`src/rtl/demux_pkg.sv`:
```
// demux_pkg: shared channel count, select width and state encoding for the stream demux
package demux_pkg;
   localparam int NUM_CH = 16;
   localparam int SEL_W  = 4;
   typedef enum logic {EMPTY, FULL} demux_state_t;
endpackage

```
`src/rtl/decoder_4_16.sv`:
```
// decoder_4_16: gated one-hot decode of a 4-bit channel select
module decoder_4_16
   import demux_pkg::*;
(
   input  logic [SEL_W-1:0]  sel,
   input  logic              en,
   output logic [NUM_CH-1:0] onehot
);
   logic [NUM_CH-1:0] one;
   assign one    = {{(NUM_CH-1){1'b0}}, 1'b1};
   assign onehot = en ? one << sel : '0;
endmodule

```
`src/rtl/demux16_stream.sv`:
```
// demux16_stream: 1-to-16 valid/ready stream demux with one held word, channel enables and drop count
module demux16_stream
   import demux_pkg::*;
#(
   parameter int N     = 1,
   parameter int CNT_W = 8
) (
   input  logic              clk,
   input  logic              rst_n,
   input  logic [N-1:0]      in_data,
   input  logic [SEL_W-1:0]  in_sel,
   input  logic              in_valid,
   output logic              in_ready,
   input  logic [NUM_CH-1:0] ch_en,
   output logic [N-1:0]      out_data,
   output logic [NUM_CH-1:0] out_valid,
   input  logic [NUM_CH-1:0] out_ready,
   output logic [CNT_W-1:0]  drop_cnt,
   input  logic              drop_clr
);
   demux_state_t      state_q, state_d;
   logic [SEL_W-1:0]  held_sel;
   logic [NUM_CH-1:0] in_oh;
   logic              full, in_fire, accept, drop, out_fire;

   decoder_4_16 u_in_dec  (.sel(in_sel),   .en(1'b1), .onehot(in_oh));
   decoder_4_16 u_out_dec (.sel(held_sel), .en(full), .onehot(out_valid));

   assign full     = state_q == FULL;
   assign out_fire = full & out_ready[held_sel];
   assign in_ready = rst_n & (~full | out_ready[held_sel]);
   assign in_fire  = in_valid & in_ready;
   assign accept   = in_fire & |(in_oh & ch_en);
   assign drop     = in_fire & ~|(in_oh & ch_en);

   // Holding register fills on an enabled accept and drains on an output transfer
   always_comb begin
      state_d = state_q;
      state_d = accept ? FULL : out_fire ? EMPTY : state_q;
   end

   // State, held word and its destination channel
   always_ff @(posedge clk or negedge rst_n) begin
      if (!rst_n) begin
         state_q  <= EMPTY;
         out_data <= '0;
         held_sel <= '0;
      end else begin
         state_q <= state_d;
         if (accept) begin
            out_data <= in_data;
            held_sel <= in_sel;
         end
      end
   end

   // Saturating drop counter; clear wins over a same-cycle drop
   always_ff @(posedge clk or negedge rst_n) begin
      if (!rst_n) drop_cnt <= '0;
      else if (drop_clr) drop_cnt <= '0;
      else if (drop && !(&drop_cnt)) drop_cnt <= drop_cnt + 1'b1;
   end
endmodule

```
`config.mk`:
```
export PLATFORM = sky130hd
export DESIGN_NAME = demux16_stream
export DESIGN_NICKNAME = d
export VERILOG_FILES = /design/src/rtl/demux_pkg.sv /design/src/rtl/decoder_4_16.sv /design/src/rtl/demux16_stream.sv
export SDC_FILE = /design/constraint.sdc
export NUM_CORES = 1
export LEC_CHECK = 0
export ABC_AREA = 1
export BUFFER_PORTS_ARGS = -buffer_cell sky130_fd_sc_hd__buf_2
export CORE_ASPECT_RATIO = 1.2
export CORE_MARGIN = 3
export CORE_UTILIZATION = 23
export CTS_CLUSTER_DIAMETER = 200
export DETAILED_ROUTE_END_ITERATION = 10
export PLACE_DENSITY_LB_ADDON = 0.1
export SETUP_SLACK_MARGIN = 0.02
export SYNTH_ARGS = -nofsm -noshare
export SYNTH_HDL_FRONTEND = slang
export SYNTH_SLANG_ARGS = --single-unit
```
`constraint.sdc`:
```
create_clock -name clk -period 2 [get_ports clk]
set_clock_uncertainty 0.05 [all_clocks]
set_input_delay 0.2 -clock clk [delete_from_list [all_inputs] [get_ports clk]]
set_output_delay 0.2 -clock clk [all_outputs]
set_load 0.01 [all_outputs]
```
==> impl_results.md, run 1 <==
- Critical path fanouts, max: 8
- Per-cell routed wire length: approximately 11 um
- Top cell type by total area after synthesis: dfrtp_1
- Min-Delay Path Class: input port to flop
- Min-delay src: in_data
- Fillers: 618
- R2R setup slack: 280 ps
- Initial Util: 0.242
- Yosys cell types: 20
- Vias/cell: roughly 4.5
- F_max: between 500 and 600 MHz
- CTS Buf Count: 3
- Worst r2r path cells: 12
- Yosys reg bits: 14
- First-pass GRT wire length: approximately 6500 um
- First DRT Iteration DRCs: 83
- IO buf count: between 60 and 70
- Crit Path Class: flop to primary output
- Router iterations before antenna repair: 4
- TritonCTS clock tree: built
- Final instance area: 1770 um2
- Root Buffer: clkbuf_8
- H-tree depth: 1
- Post-place instance area: between 1500 and 2000 um2
- Worst slew margin: 0.712
- Asr flop ratio synth: 1.00
- Worst r2r src: drop_cnt[1]$_DFFE_PN0P_
- Status: finished, final reports clean
- Post-Syn Area: approximately 1300 um2
- Max VDD drop: roughly 240 uV
- Layout cells sized above 1: 0.318
- Cell leakage power: around 1.0 nW
- P&R area growth vs syn: 35.2%
- Number of clock sinks: 14
- Minimum clock period: between 1500 and 2000 ps
- Synth warnings: 0
- DIE WIDTH: approximately 75 um
- Row Count: 29
- Place WS: 240 ps
- WP data required: 1750 ps
- Termination of the worst setup path: in_ready
- R2R Path End: drop_cnt[5]$_DFFE_PN0P_
- Initial antenna violation count: 0
- Mapped Nets: 256
- Crit path capture type: primary output
- Hold_ws: between 100 and 150 ps
- Final setup TNS: 0 ps
- Post-synth top cells: nand2_1, nor2_1, nand3_1
- Routed wire length: about 3800 um
- Slew Viols, Final: 0
- Syn_area_per_cell: about 6 um2
- Top cell type's share of synthesized area: 0.268
- Final Cycle Share: 0.915
- Final core occ: 0.327
- Layout net count: roughly 330
- GRT overflow: 0
- Vias in the first global route: around 1500
- Routed via count: roughly 1500
- # diodes: 0
- Worst Tran Pin Value: about 430 ps
- Post-synth EDFFs: 0
- Count leader, synth: nand2_1
- Crit path launch type: flop
- Final HPWL DP: 3140 um
- Setup violators final: 0
- GRT Overall Usage: 0.121
- CP Launch Point: held_sel[0]$_DFFE_PN0P_
- Final WS setup: 170 ps
- Hold path depth: 3
- Max cap viols: 0
- Die area: approximately 6600 um2
- Bufs on Longest Clock Path: 2
- Clk Latency, worst-skew pair: 240 ps
- Pwr Density: between 700 and 800 nW/um2
- I/O Pins: between 60 and 70
- # DRC: 0
- Core ar.: ~5400 um2
- Die Y: slightly below 90 um
- Largest net degree at the start of global routing: 16
- RSZ-0062 raised after global routing: no
- Antenna Nets Post-Route: 0
- Arr. time, crit path: about 1600 ps
- Area contributors post-synth: dfrtp_1, nand2_1, nand3_1
- Clk slew on worst S/H paths: ~60 ps
- GP Congestion: roughly 0.75
- Post-synthesis sequential area ratio: 0.268
- Hold Vio Cnt, Final: 0
- Main flop type after synthesis: dfrtp_1
- Mapped Cells: between 200 and 250
==> worst min-delay path by stage <==
| stage | endpoint | slack, ps |
|---|---|---|
| global placement | held_sel[3]$_DFFE_PN0P_ | 40 |
| CTS | out_data$_DFFE_PN0P_ | 110 |
| floorplan | drop_cnt[0]$_DFFE_PN0P_ | -150 |
| global route | out_data$_DFFE_PN0P_ | 110 |
| finish | out_data$_DFFE_PN0P_ | 110 |
| detailed placement | held_sel[3]$_DFFE_PN0P_ | 40 |
==> through the flow <==
stage	std cells	total power [mW]
6_report	345	1.39
3_3_place_gp	340	1.14
2_1_floorplan	214	0.919
3_5_place_dp	340	1.13
5_1_grt	345	1.54
4_1_cts	345	1.42
==> layout make-up <==
type	count	area (um2)	area share
multi-input combinational	166	810	0.458
timing repair buffer	70	363	0.205
sequential	14	352	0.199
inverter	29	110	0.0623
tap	62	77.6	0.0439
clock buffer	4	55.1	0.0312
==> layout by cell type (no fill, tap or decap), drive strengths merged <==
master,synthesis,final
nand2,75,75
buf,5,69
nor2,36,36
nand3,34,34
inv,28,28
dfrtp,14,14
nand4,12,12
o21ai,6,6
clkbuf,0,4
clkinv,1,1
and2,1,1
a21oi,1,1
ha,1,1
dlygate4sd3,0,1
==> flip-flops by register name, summed over array words and instances, names as in the netlist <==
signal / flops
full: 1
held_sel: 4
out_data: 1
drop_cnt: 8
==> worst max-delay path, stage by stage (launching register included) <==
cell and delay (ps):
dfrtp_2 440, buf_4 180, nand2_1 60, nand2_1 50, nand2_1 50, nand3_1 100
nand3_2 110, nand3_4 120, nand2_1 80, inv_1 40, buf_2 130
==> report_power, final <==
part	internal (mW)	switching, mW	total [mW]
registers	0.345	0.0847	0.430
logic	0.242	0.447	0.689
clock network	0.174	0.0983	0.272
==> routing by layer <==
metal	global-route usage	up-vias	wire length, um
li1	-	820	-
met1	0.152	663	1740
met2	0.213	51	1770
met3	0.0239	4	260
met4	0.0291	0	37
met5	0	-	0
==> cell families after synthesis <==
group                    share of synthesized area
flip-flops                                   0.268
AO/OA/AOI/OAI                               0.0297
AND/OR/NAND/NOR                              0.574
buffers and inverters                        0.119
adder cells (fa/ha/maj)                    0.00958
==> what timing repair did <==
| action | 4_1_cts | 5_1_grt |
|---|---|---|
| gates cloned | 0 | 0 |
| endpoints found under the setup margin | 1 | 4 |
| setup buffers | 0 | 0 |
| hold endpoints to repair | 6 | 0 |
| resized for setup | 1 | 2 |
| hold buffers | 1 | 0 |
No activity file was read; power rests on OpenSTA's default activity.
==> inputs of run 2 (changes only) <==
--- a/config.mk
+++ b/config.mk
@@ -6,13 +6,13 @@
 export NUM_CORES = 1
 export LEC_CHECK = 0
 export ABC_AREA = 1
-export BUFFER_PORTS_ARGS = -buffer_cell sky130_fd_sc_hd__buf_2
+export BUFFER_PORTS_ARGS = -buffer_cell sky130_fd_sc_hd__buf_4
 export CORE_ASPECT_RATIO = 1.2
 export CORE_MARGIN = 3
 export CORE_UTILIZATION = 23
 export CTS_CLUSTER_DIAMETER = 200
 export DETAILED_ROUTE_END_ITERATION = 10
-export PLACE_DENSITY_LB_ADDON = 0.1
+export PLACE_DENSITY_LB_ADDON = 0.05
 export SETUP_SLACK_MARGIN = 0.02
 export SYNTH_ARGS = -nofsm -noshare
 export SYNTH_HDL_FRONTEND = slang
==> impl_results.md, run 2 (synthesized netlist as in run 1, its figures left out) <==
- Status: finished, final reports clean
- Internal power: 0.866 mW (+14%)
- Regs by FF count: drop_cnt (8), held_sel (4)
- Sequential Power Share: 0.265 (-0.044)
- P&R area growth vs syn: 49.4%
- GRT Overall Usage: 0.118 (-0.00300)
- Power Total: 1.52 mW (+9.5%)
- Worst r2r src: drop_cnt[1]$_DFFE_PN0P_
- Critical path fanouts, max: 4 (-4)
- Worst Tran Pin Value: 459 ps (+27.6 ps)
- CTS Buf Count: 3 (unchanged)
- IO buf count: 66 (unchanged)
- Largest register FFs: 8 (unchanged)
- Largest net degree at the start of global routing: 18 (+2)
- Crit Path Class: flop to primary output
- H-tree depth: 1 (unchanged)
- GRT overflow: 0 (unchanged)
- Minimum clock period: 1840 ps (+6.28 ps)
- Max VDD drop: 249 uV (+3.5%)
- Die area: 6620 um2 (unchanged)
- Biggest register: drop_cnt
- CP max stage cell: dfrtp_2
- Number of clock sinks: 14 (unchanged)
- CP most frequent cell: nand2_1
- Layout cells sized above 1: 0.323 (+0.00479)
- Final Cycle Share: 0.918 (+0.00314)
- Hold Vio Cnt, Final: 0 (unchanged)
- CP Launch Point: held_sel[0]$_DFFE_PN0P_
- Root Buffer: clkbuf_8
- Vias/cell: 4.46 (+0.13%)
- Slowest stage delay, CP: 440 ps (about the same)
- First DRT Iteration DRCs: 55 (-34%)
- Cell leakage power: 1.09 nW (+4.5%)
- Fillers: 610 (-1.3%)
- Vias in the first global route: 1451 (-1.2%)
- Max cap viols: 0 (unchanged)
- Setup violators final: 0 (unchanged)
- # diodes: 0 (unchanged)
- Initial Util: 0.242 (unchanged)
- Switch share: 0.431 (-0.0213)
- Core ar.: 5410 um2 (unchanged)
- Critical path cell sequence: buf_12 > nand2_1 > inv_1 > nand2_1 > nand4_1 > nand3_2 > nand3_4 > nand2_1 > inv_1 > buf_4
- Final HPWL DP: 3130 um (-0.35%)
- Logic pwr share: 0.550 (+0.055)
- Per-cell routed wire length: 11.1 um (+0.31%)
- Crit path capture type: primary output
- Sw power: 0.657 mW (+4.4%)
- First-pass GRT wire length: 6250 um (-3.3%)
- Row Count: 29 (unchanged)
- # DRC: 0 (unchanged)
- Clk Latency, worst-skew pair: 250 ps (about the same)
- Layout net count: 328 (+0.61%)
- I/O Pins: 67 (unchanged)
- Antenna Nets Post-Route: 0 (unchanged)
- Initial antenna violation count: 0 (unchanged)
- Final setup TNS: 0 ps (unchanged)
- Routed via count: 1549 (+0.72%)
- TritonCTS clock tree: built
- Min-delay src: in_data
- Crit path launch type: flop
- Clock network power share: 0.185 (-0.011)
- Arr. time, crit path: 1590 ps (about the same)
- GP Congestion: 0.719 (-4.3%)
- Worst slew margin: 0.694 (-0.0184)
- Most common cell after layout, fill and taps aside: nand2_1
- Router iterations before antenna repair: 4 (unchanged)
- Min-Delay Path Class: input port to flop
- Clk slew on worst S/H paths: 60 ps (about the same)
- Die Y: 88.6 um (unchanged)
- Most frequent cells in the layout: nand2_1, buf_4, nor2_1
- Slew Viols, Final: 0 (unchanged)
- Bufs on Longest Clock Path: 2 (unchanged)
- RSZ-0062 raised after global routing: no
- F_max: 544 MHz (-0.34%)
- DIE WIDTH: 74.8 um (unchanged)
- Pwr Density: 781 nW/um2 (-0.86%)
- WP data required: 1750 ps (about the same)
- Routed wire length: 3840 um (+0.89%)
[run 2: cell count changes in the layout (fill, tap and decap cells not counted), sizes merged]
cell / delta
clkinv: -1
inv: +1
buf: +2
[run 2: repair_timing]
item / 4_1_cts / 5_1_grt
setup endpoints to repair: 1 / 1
gates resized for setup: 1 / 2
hold endpoints to repair: 14 / 0
buffers inserted: 0 / 1
hold buffers: 1 / 0
[run 2: per-stage QoR]
step	utilization	worst slack [ps]	std cells	hold WS [ps]	cell area, um2
final	0.361	163	347	100	1950
after global routing	0.361	43.3	347	106	1950
after CTS	0.357	38.9	346	96.2	1930
after detailed placement	0.345	158	341	39.1	1860
after global placement	0.345	144	341	36.8	1860
after floorplan	-	397	214	-146	1310
[run 2: area by class of cell]
type	count	area (um2)	area share
multi-input combinational	166	801	0.410
timing repair buffer	72	556	0.285
sequential	14	352	0.180
inverter	29	111	0.0571
tap	62	77.6	0.0397
clock buffer	4	55.1	0.0282
[run 2: path summary, 6_finish.rpt]
path / end / slack [ps] / depth (start not counted)
setup / recovery: in_ready / 160 / 10
hold / removal: out_data$_DFFE_PN0P_ / 100 / 3
setup reg to reg: drop_cnt[1]$_DFFE_PN0P_ / 260 / 11
hold reg to reg: out_data$_DFFE_PN0P_ / 430 / 2
max in group asynchronous: held_sel[0]$_DFFE_PN0P_ / 1370 / 2
min in group asynchronous: drop_cnt[2]$_DFFE_PN0P_ / 310 / 2
[run 2: layer usage]
| metal | share of wire | global-route usage |
|---|---|---|
| met5 | 0 | 0 |
| met1 | 0.45 | 0.145 |
| met3 | 0.069 | 0.0227 |
| met4 | 0.012 | 0.0340 |
| met2 | 0.46 | 0.209 |
[run 2: power groups by stage]
stage,Sequential [mW],Combinational (mW),Clock [mW]
6_report,0.404,0.838,0.282
3_3_place_gp,0.406,0.810,0
5_1_grt,0.414,0.952,0.301
2_1_floorplan,0.413,0.506,0
3_5_place_dp,0.410,0.799,0
4_1_cts,0.407,0.805,0.293
[run 2: worst max-delay path: cells and delay by family, from the launching register on]
| family | cells | cell delay, ps |
|---|---|---|
| buffers and inverters | 4 | 380 |
| AND/OR/NAND/NOR | 6 | 510 |
| flip-flops | 1 | 440 |
